### src/rtl/gvp_stream_packer.sv
// Purpose : frames each GVP store trigger (store type, source mask, index, time, selected sources) into an AXI4-Stream word sequence.
// Latency : trigger in cycle T -> first word (w0) valid in T+1; one word per accepted beat thereafter.
// Backpr. : holds tdata/tlast/tvalid stable while tready=0; drives stall high for the whole frame; triggers while busy are dropped and counted.
//
// Ports:
//   a_clk, reset          clock, asynchronous active-high reset
//   store_data[1:0]       GVP store trigger (0 none, 1 data point, 2 vector header, 3 end mark)
//   options[31:0]         section options; source mask at options[SRCS_LSB +: NUM_SRCS]
//   index[31:0]           GVP point index
//   gvp_time[47:0]        GVP time counter
//   src_data              NUM_SRCS x 32-bit source channels, channel k at [k*32 +: 32]
//   M_AXIS_*              AXI4-Stream master (tdata, tvalid, tlast, tready)
//   stall                 busy / back-pressure to the GVP
//   overrun_count[15:0]   saturating count of triggers dropped while busy
module gvp_stream_packer #(
  parameter int NUM_SRCS = 16,
  parameter int SRCS_LSB = 0
) (
  input  logic                     a_clk,
  input  logic                     reset,
  input  logic [1:0]               store_data,
  input  logic [31:0]              options,
  input  logic [31:0]              index,
  input  logic [47:0]              gvp_time,
  input  logic [NUM_SRCS*32-1:0]   src_data,
  output logic [31:0]              M_AXIS_tdata,
  output logic                     M_AXIS_tvalid,
  output logic                     M_AXIS_tlast,
  input  logic                     M_AXIS_tready,
  output logic                     stall,
  output logic [15:0]              overrun_count
);

  localparam logic [1:0] S_IDLE = 2'd0;
  localparam logic [1:0] S_HDR  = 2'd1;
  localparam logic [1:0] S_TIME = 2'd2;
  localparam logic [1:0] S_SRC  = 2'd3;

  logic [1:0]             state_q,    state_d;
  logic                   sub_q,      sub_d;       // word select inside HDR/TIME
  logic [1:0]             store_q,    store_d;
  logic [31:0]            index_q,    index_d;
  logic [1:0]             st_q,       st_d;
  logic [NUM_SRCS-1:0]    mask_q,     mask_d;
  logic [NUM_SRCS-1:0]    work_q,     work_d;      // sources still to be sent
  logic [31:0]            idx_snap_q, idx_snap_d;
  logic [47:0]            time_snap_q, time_snap_d;
  logic [NUM_SRCS*32-1:0] src_snap_q, src_snap_d;
  logic [15:0]            ovr_q,      ovr_d;

  logic [NUM_SRCS-1:0]    mask_in;
  logic                   trig;
  logic                   busy;
  logic                   accept;
  logic [NUM_SRCS-1:0]    low_bit;
  logic [NUM_SRCS-1:0]    work_rest;
  logic [31:0]            src_word;
  logic [7:0]             pop;
  logic [15:0]            mask16;
  logic                   last;

  assign mask_in = options[SRCS_LSB +: NUM_SRCS];

  // A store value held across paused/decimated GVP cycles fires only once:
  // a new trigger needs a change of store type or of index.
  assign trig   = (store_data != 2'd0) && ((store_data != store_q) || (index != index_q));
  assign busy   = (state_q != S_IDLE);
  assign accept = busy && M_AXIS_tready;

  // Lowest set bit of the working mask selects the next source word.
  // Scanning high to low lets the lowest set bit win.
  always_comb begin
    low_bit  = '0;
    src_word = '0;
    for (int k = NUM_SRCS - 1; k >= 0; k--) begin
      if (work_q[k]) begin
        low_bit    = '0;
        low_bit[k] = 1'b1;
        src_word   = src_snap_q[k*32 +: 32];
      end
    end
  end

  assign work_rest = work_q & ~low_bit;

  always_comb begin
    pop = '0;
    for (int k = 0; k < NUM_SRCS; k++) begin
      pop = pop + {7'd0, mask_q[k]};
    end
  end

  always_comb begin
    mask16                 = '0;
    mask16[NUM_SRCS-1:0]   = mask_q;
  end

  always_comb begin
    last = 1'b0;
    case (state_q)
      S_HDR:   last = sub_q && (st_q == 2'd1) && (work_q == '0);
      S_TIME:  last = sub_q && ((st_q == 2'd3) || (work_q == '0));
      S_SRC:   last = (work_rest == '0);
      default: last = 1'b0;
    endcase
  end

  always_comb begin
    M_AXIS_tdata = '0;
    case (state_q)
      S_HDR:   M_AXIS_tdata = sub_q ? idx_snap_q : {st_q, 6'b0, pop, mask16};
      S_TIME:  M_AXIS_tdata = sub_q ? {16'h0, time_snap_q[47:32]} : time_snap_q[31:0];
      S_SRC:   M_AXIS_tdata = src_word;
      default: M_AXIS_tdata = '0;
    endcase
  end

  assign M_AXIS_tvalid = busy;
  assign M_AXIS_tlast  = busy && last;
  assign stall         = busy;
  assign overrun_count = ovr_q;

  always_comb begin
    state_d     = state_q;
    sub_d       = sub_q;
    store_d     = store_data;
    index_d     = index;
    st_d        = st_q;
    mask_d      = mask_q;
    work_d      = work_q;
    idx_snap_d  = idx_snap_q;
    time_snap_d = time_snap_q;
    src_snap_d  = src_snap_q;
    ovr_d       = ovr_q;

    // Triggers are never queued; the cycle of the tlast accept is still busy.
    if (trig && busy && (ovr_q != 16'hFFFF)) begin
      ovr_d = ovr_q + 16'd1;
    end

    case (state_q)
      S_IDLE: begin
        if (trig) begin
          st_d        = store_data;
          mask_d      = mask_in;
          work_d      = mask_in;
          idx_snap_d  = index;
          time_snap_d = gvp_time;
          src_snap_d  = src_data;
          sub_d       = 1'b0;
          state_d     = S_HDR;
        end
      end
      S_HDR: begin
        if (accept) begin
          if (!sub_q) begin
            sub_d = 1'b1;
          end else begin
            sub_d = 1'b0;
            if (st_q[1])             state_d = S_TIME;
            else if (work_q != '0)   state_d = S_SRC;
            else                     state_d = S_IDLE;
          end
        end
      end
      S_TIME: begin
        if (accept) begin
          if (!sub_q) begin
            sub_d = 1'b1;
          end else begin
            sub_d   = 1'b0;
            state_d = ((st_q != 2'd3) && (work_q != '0)) ? S_SRC : S_IDLE;
          end
        end
      end
      default: begin // S_SRC
        if (accept) begin
          work_d = work_rest;
          if (work_rest == '0) state_d = S_IDLE;
        end
      end
    endcase
  end

  always_ff @(posedge a_clk or posedge reset) begin
    if (reset) begin
      state_q     <= S_IDLE;
      sub_q       <= 1'b0;
      store_q     <= '0;
      index_q     <= '0;
      st_q        <= '0;
      mask_q      <= '0;
      work_q      <= '0;
      idx_snap_q  <= '0;
      time_snap_q <= '0;
      src_snap_q  <= '0;
      ovr_q       <= '0;
    end else begin
      state_q     <= state_d;
      sub_q       <= sub_d;
      store_q     <= store_d;
      index_q     <= index_d;
      st_q        <= st_d;
      mask_q      <= mask_d;
      work_q      <= work_d;
      idx_snap_q  <= idx_snap_d;
      time_snap_q <= time_snap_d;
      src_snap_q  <= src_snap_d;
      ovr_q       <= ovr_d;
    end
  end

endmodule
### config.mk
export PLATFORM = sky130hd
export DESIGN_NAME = gvp_stream_packer
export DESIGN_NICKNAME = d
export VERILOG_FILES = /design/src/rtl/gvp_stream_packer.sv
export SDC_FILE = /design/constraint.sdc
export NUM_CORES = 1
export LEC_CHECK = 0
export ABC_AREA = 1
export BUFFER_PORTS_ARGS = -buffer_cell sky130_fd_sc_hd__buf_4
export CAP_MARGIN = 20
export CORE_AREA = 5 5 263 265
export DETAILED_ROUTE_END_ITERATION = 8
export DIE_AREA = 0 0 268 270
export GPL_TIMING_DRIVEN = 0
export MAX_ROUTING_LAYER = met4
export PLACE_DENSITY_LB_ADDON = 0.05
export SLEW_MARGIN = 20
export SYNTH_ARGS = -nofsm -noshare
export SYNTH_HDL_FRONTEND = slang
export SYNTH_SLANG_ARGS = --single-unit
### constraint.sdc
create_clock -name a_clk -period 36 [get_ports a_clk]
set_input_delay 9 -clock a_clk [delete_from_list [all_inputs] [get_ports a_clk]]
set_output_delay 9 -clock a_clk [all_outputs]
set_load 0.005 [all_outputs]
==> results.yml, run 1 <==
power:
  power.density_nw_per_um2: 101
  switching_share_pct: 45.6
  clockPowerShare_pct: 19.0
  ir_worst_vdd_mv: 0.0606
  netSwitchingPower_w: 0.00188
  p_seq_share_pct: 32.0
  p_comb_share_pct: 49.1
  p_int_w: 0.00224
  p_leak_nw: 22.0
clock_tree:
  cts.sinks: 679
  cts_resized: 0
  htree_num_levels: 3
  ctsHoldBuffers: 0
  cts_buffer_depth: 3
  clkTransAtPathRegs_ns: 0.05
  cts_buffers: 76
  cts_tree: "yes"
  post-cts-setup-buffers: 0
  cts_root_buffer: "clkbuf_16"
  clk_latency_ns: 0.62
layout:
  final_cell_mix: "2116 x nand2_1, 679 x dfrtp_1, 667 x buf_4, 324 x inv_1, 190 x o21ai_0"
  design_area_um2: 41000
  final_common_cell: "nand2_1"
  area_growth_pct: 27.2
  post-route-util_pct: 61.5
  final_layout_size_suffix_gt1_share_pct: 19.1
  nNetsFinal: 5580
synthesis:
  postSynth.asyncResetShare_pct: 100
  avgSynthCellArea_um2: 7.70
  ys_ff_latch: 679
  synth_edf_count: 0
  syn_area_um2: 32200
  netlist_instances: 4182
  synth_top_flop_cell: "dfrtp_1"
  post_synth_num_cell_types: 47
  synthesis.nets: 4832
  ys_seq_area_share_pct: 52.8
  yosysWarningCount: 0
critical_path:
  worstPathArrival_ns: 4.93
  worstSetupStartpointType: "flip-flop"
  path_buf_inv: 4
  crit_cells: 13
  r2r_cells: 10
  path_class: "flip-flop to output pin"
  required_ns: 27.00
  cp_slowest_cell: "a221oi_1"
  timing.rr.end: "idx_snap_q[2]"
  slowest_delay_ns: 0.57
  cp-end-kind: "output pin"
  crit_chain: "fa_1 -> fa_1 -> inv_1 -> fa_1 -> fa_1 -> inv_1 -> ha_1 -> inv_1 -> fa_1 -> nor2_1 -> a221oi_1 -> a21oi_1 -> buf_4"
  cp_max_fo: 3
  rrSetupSlack_ns: 33.00
  timing.rr.start: "index_q[31]"
  critPathTopFamily: "adder cells"
  path_common_cell: "fa_1"
global_route:
  grt_pass1_vias: 30800
  globalRoute.totalOverflow: 0
  grt_start_max_net_pins: 105
  grt_usage_pct: 35.5
  grt_first_pass_wirelength_um: 188000
  antenna_found_initial: 12
floorplan:
  io_pins: 680
  die_area_um2: 72400
  die_w_um: 268
  die_h_um: 270
  rows: 95
  initial_core_util_pct: 48.4
  core_um2: 66600
route:
  antenna_left: 0
  drt_iter0_markers: 3020
  vias: 31100
  drc_errors: 0
  vias_per_cell: 5.30
  routedWlPerCell_um: 21.9
  routed_wl_um: 128000
  firstDrtPassIters: 6
sta:
  period_share_pct: 38.7
  fin_crit_ns: 13.93
  grt_setup_unrepaired: "false"
  clock_skew_ns: 0.0115
  setup_tns_ns: 0
  tightest_slew_ns: 0.899
  setup_viol: 0
  final_max_slew_viol_count: 0
  slew_headroom_pct: 40.0
  hold_violations: 0
  fmax_ghz: 0.0718
min_path:
  hold_depth: 2
  worstHoldEndpoint: "src_snap_q[473]"
  min-delay-path-class: "flip-flop to flip-flop"
  min_from: "src_snap_q[473]"
job:
  maxCapViolations: 0
outcome:
  status: "finished clean"
placed_design:
  gp_congestion: 0.990
  dp_hpwl_um: 101000
  io_buffers: 663
  dpl-instance-area_um2: 38500
worst min-delay path: stages, from the launching register on:
cell and delay, ns:
dfrtp_1 0.33, nand2_1 0.05, nand2_1 0.06
sequential cells by signal, indices dropped and copies added, names as in the netlist:
register / flops
time_snap_q: 48
sub_q: 1
src_snap_q: 512
state_q: 2
st_q: 2
mask16: 16
store_q: 2
work_q: 16
overrun_count: 16
index_q: 32
idx_snap_q: 32
metrics by stage:
step | power, W | hold slack [ns] | std cells | setup WS, ns
floorplan | 0.00252 | 0.444 | 4182 | 7.97
global placement | 0.00327 | 0.459 | 5718 | 0.0356
detailed placement | 0.00330 | 0.464 | 5725 | 22.75
CTS | 0.00409 | 0.480 | 5855 | 22.09
global route | 0.00440 | 0.488 | 5867 | 21.98
finish | 0.00412 | 0.475 | 5870 | 22.07
power by group through the flow:
stage / clock network (W) / logic [W] / registers, W
finish: 0.000781 / 0.00202 / 0.00132
global route: 0.000819 / 0.00223 / 0.00135
CTS: 0.000785 / 0.00199 / 0.00131
detailed placement: 0 / 0.00198 / 0.00132
global placement: 0 / 0.00195 / 0.00132
floorplan: 0 / 0.00125 / 0.00127
per-layer routing:
metal,track usage [%],share of wire (%)
met5,-,0
met4,15.6,5.1
met1,46.9,40
met3,5.90,8.1
met2,54.5,46
worst max-delay path by stage:
stage / from / endpoint / slack [ns]
after CTS: mask16[11] / M_AXIS_tdata[17] / 22.09
final: mask16[11] / M_AXIS_tdata[17] / 22.07
after global routing: mask16[11] / M_AXIS_tdata[17] / 21.98
after global placement: reset / index_q[9] / 0.04
after detailed placement: mask16[11] / M_AXIS_tdata[17] / 22.75
after floorplan: reset / idx_snap_q[0] / 7.97
synth_stat cells, types with 8 or more instances:
library cell / instances / area (um^2)
ha_1: 11 / 138
o211ai_1: 16 / 120
o22ai_1: 148 / 926
nand2_1: 2116 / 7940
dfrtp_1: 679 / 17000
or2_2: 8 / 50.1
o21ai_1: 22 / 110
nor2_1: 113 / 424
nand3_1: 85 / 425
fa_1: 10 / 200
o21ai_0: 190 / 951
a221oi_1: 21 / 184
o221ai_1: 14 / 123
nand4_1: 11 / 68.8
clkbuf_1: 80 / 300
buf_2: 115 / 576
a21oi_1: 90 / 450
nor3_1: 9 / 45.0
buf_6: 26 / 293
xnor2_1: 22 / 193
buf_1: 11 / 41.3
xor2_1: 11 / 96.3
inv_1: 325 / 1220
cell families after synthesis:
logic type	synth area share [%]
muxes	0.0311
buffers and inverters	7.74
DFF	52.8
adders and majority gates	1.05
xor gates and xnor gates	0.897
and+or+nand+nor	28.3
AOI/OAI and AO/OA	9.26
cell type report:
class,count,area (um^2)
well taps,873,1090
multi-input cells,2934,12700
plain buffers,237,1240
clock inverters,18,173
flip-flops and latches,679,17000
clock buffers,112,2280
inverters,332,1260
diodes,15,37.5
fillers,6316,25600
repair buffers,670,5170
(Power assumes the default switching activity.)
==> run 2, diff against run 1 <==
--- a/config.mk
+++ b/config.mk
@@ -5,12 +5,12 @@
 export SDC_FILE = /design/constraint.sdc
 export NUM_CORES = 1
 export LEC_CHECK = 0
-export ABC_AREA = 1
+export ABC_AREA = 0
 export BUFFER_PORTS_ARGS = -buffer_cell sky130_fd_sc_hd__buf_4
 export CAP_MARGIN = 20
-export CORE_AREA = 5 5 263 265
+export CORE_AREA = 5 5 260 262
 export DETAILED_ROUTE_END_ITERATION = 8
-export DIE_AREA = 0 0 268 270
+export DIE_AREA = 0 0 265 267
 export GPL_TIMING_DRIVEN = 0
 export MAX_ROUTING_LAYER = met4
 export PLACE_DENSITY_LB_ADDON = 0.05
==> constraint.sdc (replaced) <==
create_clock -name a_clk -period 13.9 [get_ports a_clk]
set_input_delay 3.475 -clock a_clk [delete_from_list [all_inputs] [get_ports a_clk]]
set_output_delay 3.475 -clock a_clk [all_outputs]
set_load 0.005 [all_outputs]
==> run 2 against run 1 <==
  * Die area fell by 2.2%
  * Sequential share of layout area rose by 0.32 points
  * Non-clock buffer count fell by 18
  * Core utilization rose by 0.85 points
  * Critical path depth rose by 1
  * Wire length rose by 3.4%
  * Setup slack got worse by 17 ns
  * Largest cell class unchanged
  * Total power rose to 2.6 times the previous value
  * Sequential power rose to 2.7 times the previous value
  * Register-to-register slack got worse by 22 ns
  * Clock-buffer cell count fell by 2
  * Hold slack improved by 0.019 ns
  * Largest power group unchanged
==> results.yml, run 2 <==
outcome:
  status: "finished clean"
synthesis:
  post_synth_num_cell_types: 69
  synth.area.top_cells: "dfrtp_1 54%, mux2_2 21%, o21ai_0 3.0%, nand2_1 2.5%, a21oi_1 1.8%"
  synth_most_common_cell: "dfrtp_1"
  synth_common_cells: "679 x dfrtp_1, 581 x mux2_2, 213 x nand2_1"
  netlist_instances: 2659
  syn_area_um2: 31500
  synth_edf_count: 0
  synth_top_flop_cell: "dfrtp_1"
  yosysWarningCount: 0
  postSynth.asyncResetShare_pct: 100
  avgSynthCellArea_um2: 11.8
  yosysTopAreaCell: "dfrtp_1"
  synthesis.nets: 3309
  ys_ff_latch: 679
  synth_top_area_share_pct: 54.0
  ys_seq_area_share_pct: 54.0
layout:
  top_regs: "src_snap_q x512, time_snap_q x48"
  final_common_cell: "dfrtp_1"
  post-route-util_pct: 62.4
  regMostFlops: "src_snap_q"
  finalNonFillerCells: 4383
  area_growth_pct: 29.1
  nNetsFinal: 4073
  final_layout_size_suffix_gt1_share_pct: 42.2
  design_area_um2: 40700
  n_fill_cell: 5446
  final_cell_mix: "679 x dfrtp_1, 664 x buf_4, 581 x mux2_2, 213 x nand2_1, 186 x o21ai_0"
  largest_reg_flops: 512
floorplan:
  die_area_um2: 70800
  die_h_um: 267
  initial_core_util_pct: 48.3
  rows: 94
  core_um2: 65200
  die_w_um: 265
  io_pins: 680
critical_path:
  timing.rr.start: "state_q[0]"
  worstPathArrival_ns: 4.98
  cp-end-kind: "output pin"
  cp_max_fo: 3
  path_buf_inv: 4
  r2r_cells: 8
  slowest_delay_ns: 0.53
  rrSetupSlack_ns: 10.67
  crit_chain: "fa_1 -> fa_1 -> inv_1 -> fa_1 -> fa_1 -> inv_1 -> ha_1 -> inv_1 -> fa_1 -> xnor2_1 -> a22oi_1 -> o21ai_0 -> a22o_1 -> buf_4"
  cp_slowest_cell: "fa_1"
  worstSetupStartpointType: "flip-flop"
  required_ns: 10.43
  path_class: "flip-flop to output pin"
  critPathTopFamily: "adder cells"
  timing.rr.end: "src_snap_q[179]"
  path_common_cell: "fa_1"
clock_tree:
  cts_resized: 0
  cts_root_buffer: "clkbuf_16"
  cts_buffer_depth: 3
  cts.sinks: 679
  clk_latency_ns: 0.63
  post-cts-setup-buffers: 0
  clkTransAtPathRegs_ns: 0.06
  cts_tree: "yes"
  htree_num_levels: 3
  ctsHoldBuffers: 0
  cts_buffers: 75
global_route:
  grt_pass1_vias: 26900
  antenna_found_initial: 34
  grt_start_max_net_pins: 36
  grt_first_pass_wirelength_um: 186000
  globalRoute.totalOverflow: 0
  grt_usage_pct: 37.3
sta:
  tightest_slew_ns: 1.30
  final_max_slew_viol_count: 0
  slew_headroom_pct: 11.1
  grt_setup_unrepaired: "false"
  fin_crit_ns: 8.45
  setup_tns_ns: 0
  hold_violations: 0
  fmax_ghz: 0.118
  period_share_pct: 60.8
  setup_viol: 0
  clock_skew_ns: 0.0219
min_path:
  hold_depth: 1
  min_from: "overrun_count[9]"
  min-delay-path-class: "flip-flop to flip-flop"
  worstHoldEndpoint: "overrun_count[9]"
power:
  p_leak_nw: 17.7
  ir_worst_vdd_mv: 0.144
  power.density_nw_per_um2: 263
route:
  routedWlPerCell_um: 30.3
  antenna_left: 0
  routed_wl_um: 133000
  firstDrtPassIters: 5
  vias_per_cell: 5.99
  drc_errors: 0
  vias: 26300
  drt_iter0_markers: 2519
placed_design:
  dp_hpwl_um: 108000
  dp_cells: 4210
  gp_congestion: 0.995
  io_buffers: 663
  dpl-instance-area_um2: 38100
job:
  maxCapViolations: 0
## run 2: cell count changes after synthesis, sizes merged, moves of 28 or more
cell and change:
nor2 -41, xnor2 +28, clkbuf +47, inv -255
nand2 -1905, o22ai -106, nor2b +30, nand3 -75
a22oi +34, mux2 +582, buf -82
## run 2: logic make-up (layout without fill, tap and decap cells)
logic type,Yosys count,in the layout,synth area share (%)
AOI/OAI and AO/OA,621,621,12.8
muxes,593,593,21.2
adders and majority gates,22,22,1.11
DFF,679,679,54.0
xor gates and xnor gates,51,51,1.42
and+or+nand+nor,416,416,5.99
buffers and inverters,277,1103,3.59
other,0,34,0
## run 2: worst max path at each step
stage / from / endpoint / slack (ns) / cells after the start
after global placement: reset / src_snap_q[131] / -2.66 / 2
after detailed placement: mask16[11] / M_AXIS_tdata[18] / 6.18 / 14
after CTS: mask16[11] / M_AXIS_tdata[18] / 5.48 / 14
after floorplan: reset / idx_snap_q[0] / 1.14 / 1
after global routing: mask16[11] / M_AXIS_tdata[18] / 5.36 / 14
final: mask16[11] / M_AXIS_tdata[18] / 5.45 / 14
## run 2: power by group
part	total [W]	switching, W	internal, W
Clock	0.00202	0.000849	0.00117
Combinational	0.00514	0.00293	0.00221
Sequential	0.00353	0.000587	0.00295
## run 2: area by class of cell
type / count / area [um^2] / share of cell area (%)
Antenna cell: 34 / 85.1 / 0.209
Buffer: 202 / 848 / 2.09
Clock buffer: 110 / 2230 / 5.49
Clock inverter: 29 / 262 / 0.643
Inverter: 75 / 285 / 0.702
Multi-Input combinational cell: 1703 / 13400 / 32.9
Sequential cell: 679 / 17000 / 41.8
Tap cell: 864 / 1080 / 2.66
Timing Repair Buffer: 687 / 5480 / 13.5
## run 2: per-layer routing
metal,part of all wire [%],GRT usage [%]
met5,0,-
met4,4.7,14.4
met3,8.8,8.60
met2,48,59.2
met1,39,47.1
## run 2: through the flow
step	hold slack [ns]	total power [W]	setup slack, ns
2_1_floorplan	0.471	0.00654	1.14
3_3_place_gp	0.482	0.00844	-2.66
3_5_place_dp	0.487	0.00856	6.18
4_1_cts	0.499	0.0106	5.48
5_1_grt	0.510	0.0112	5.36
6_report	0.494	0.0107	5.45
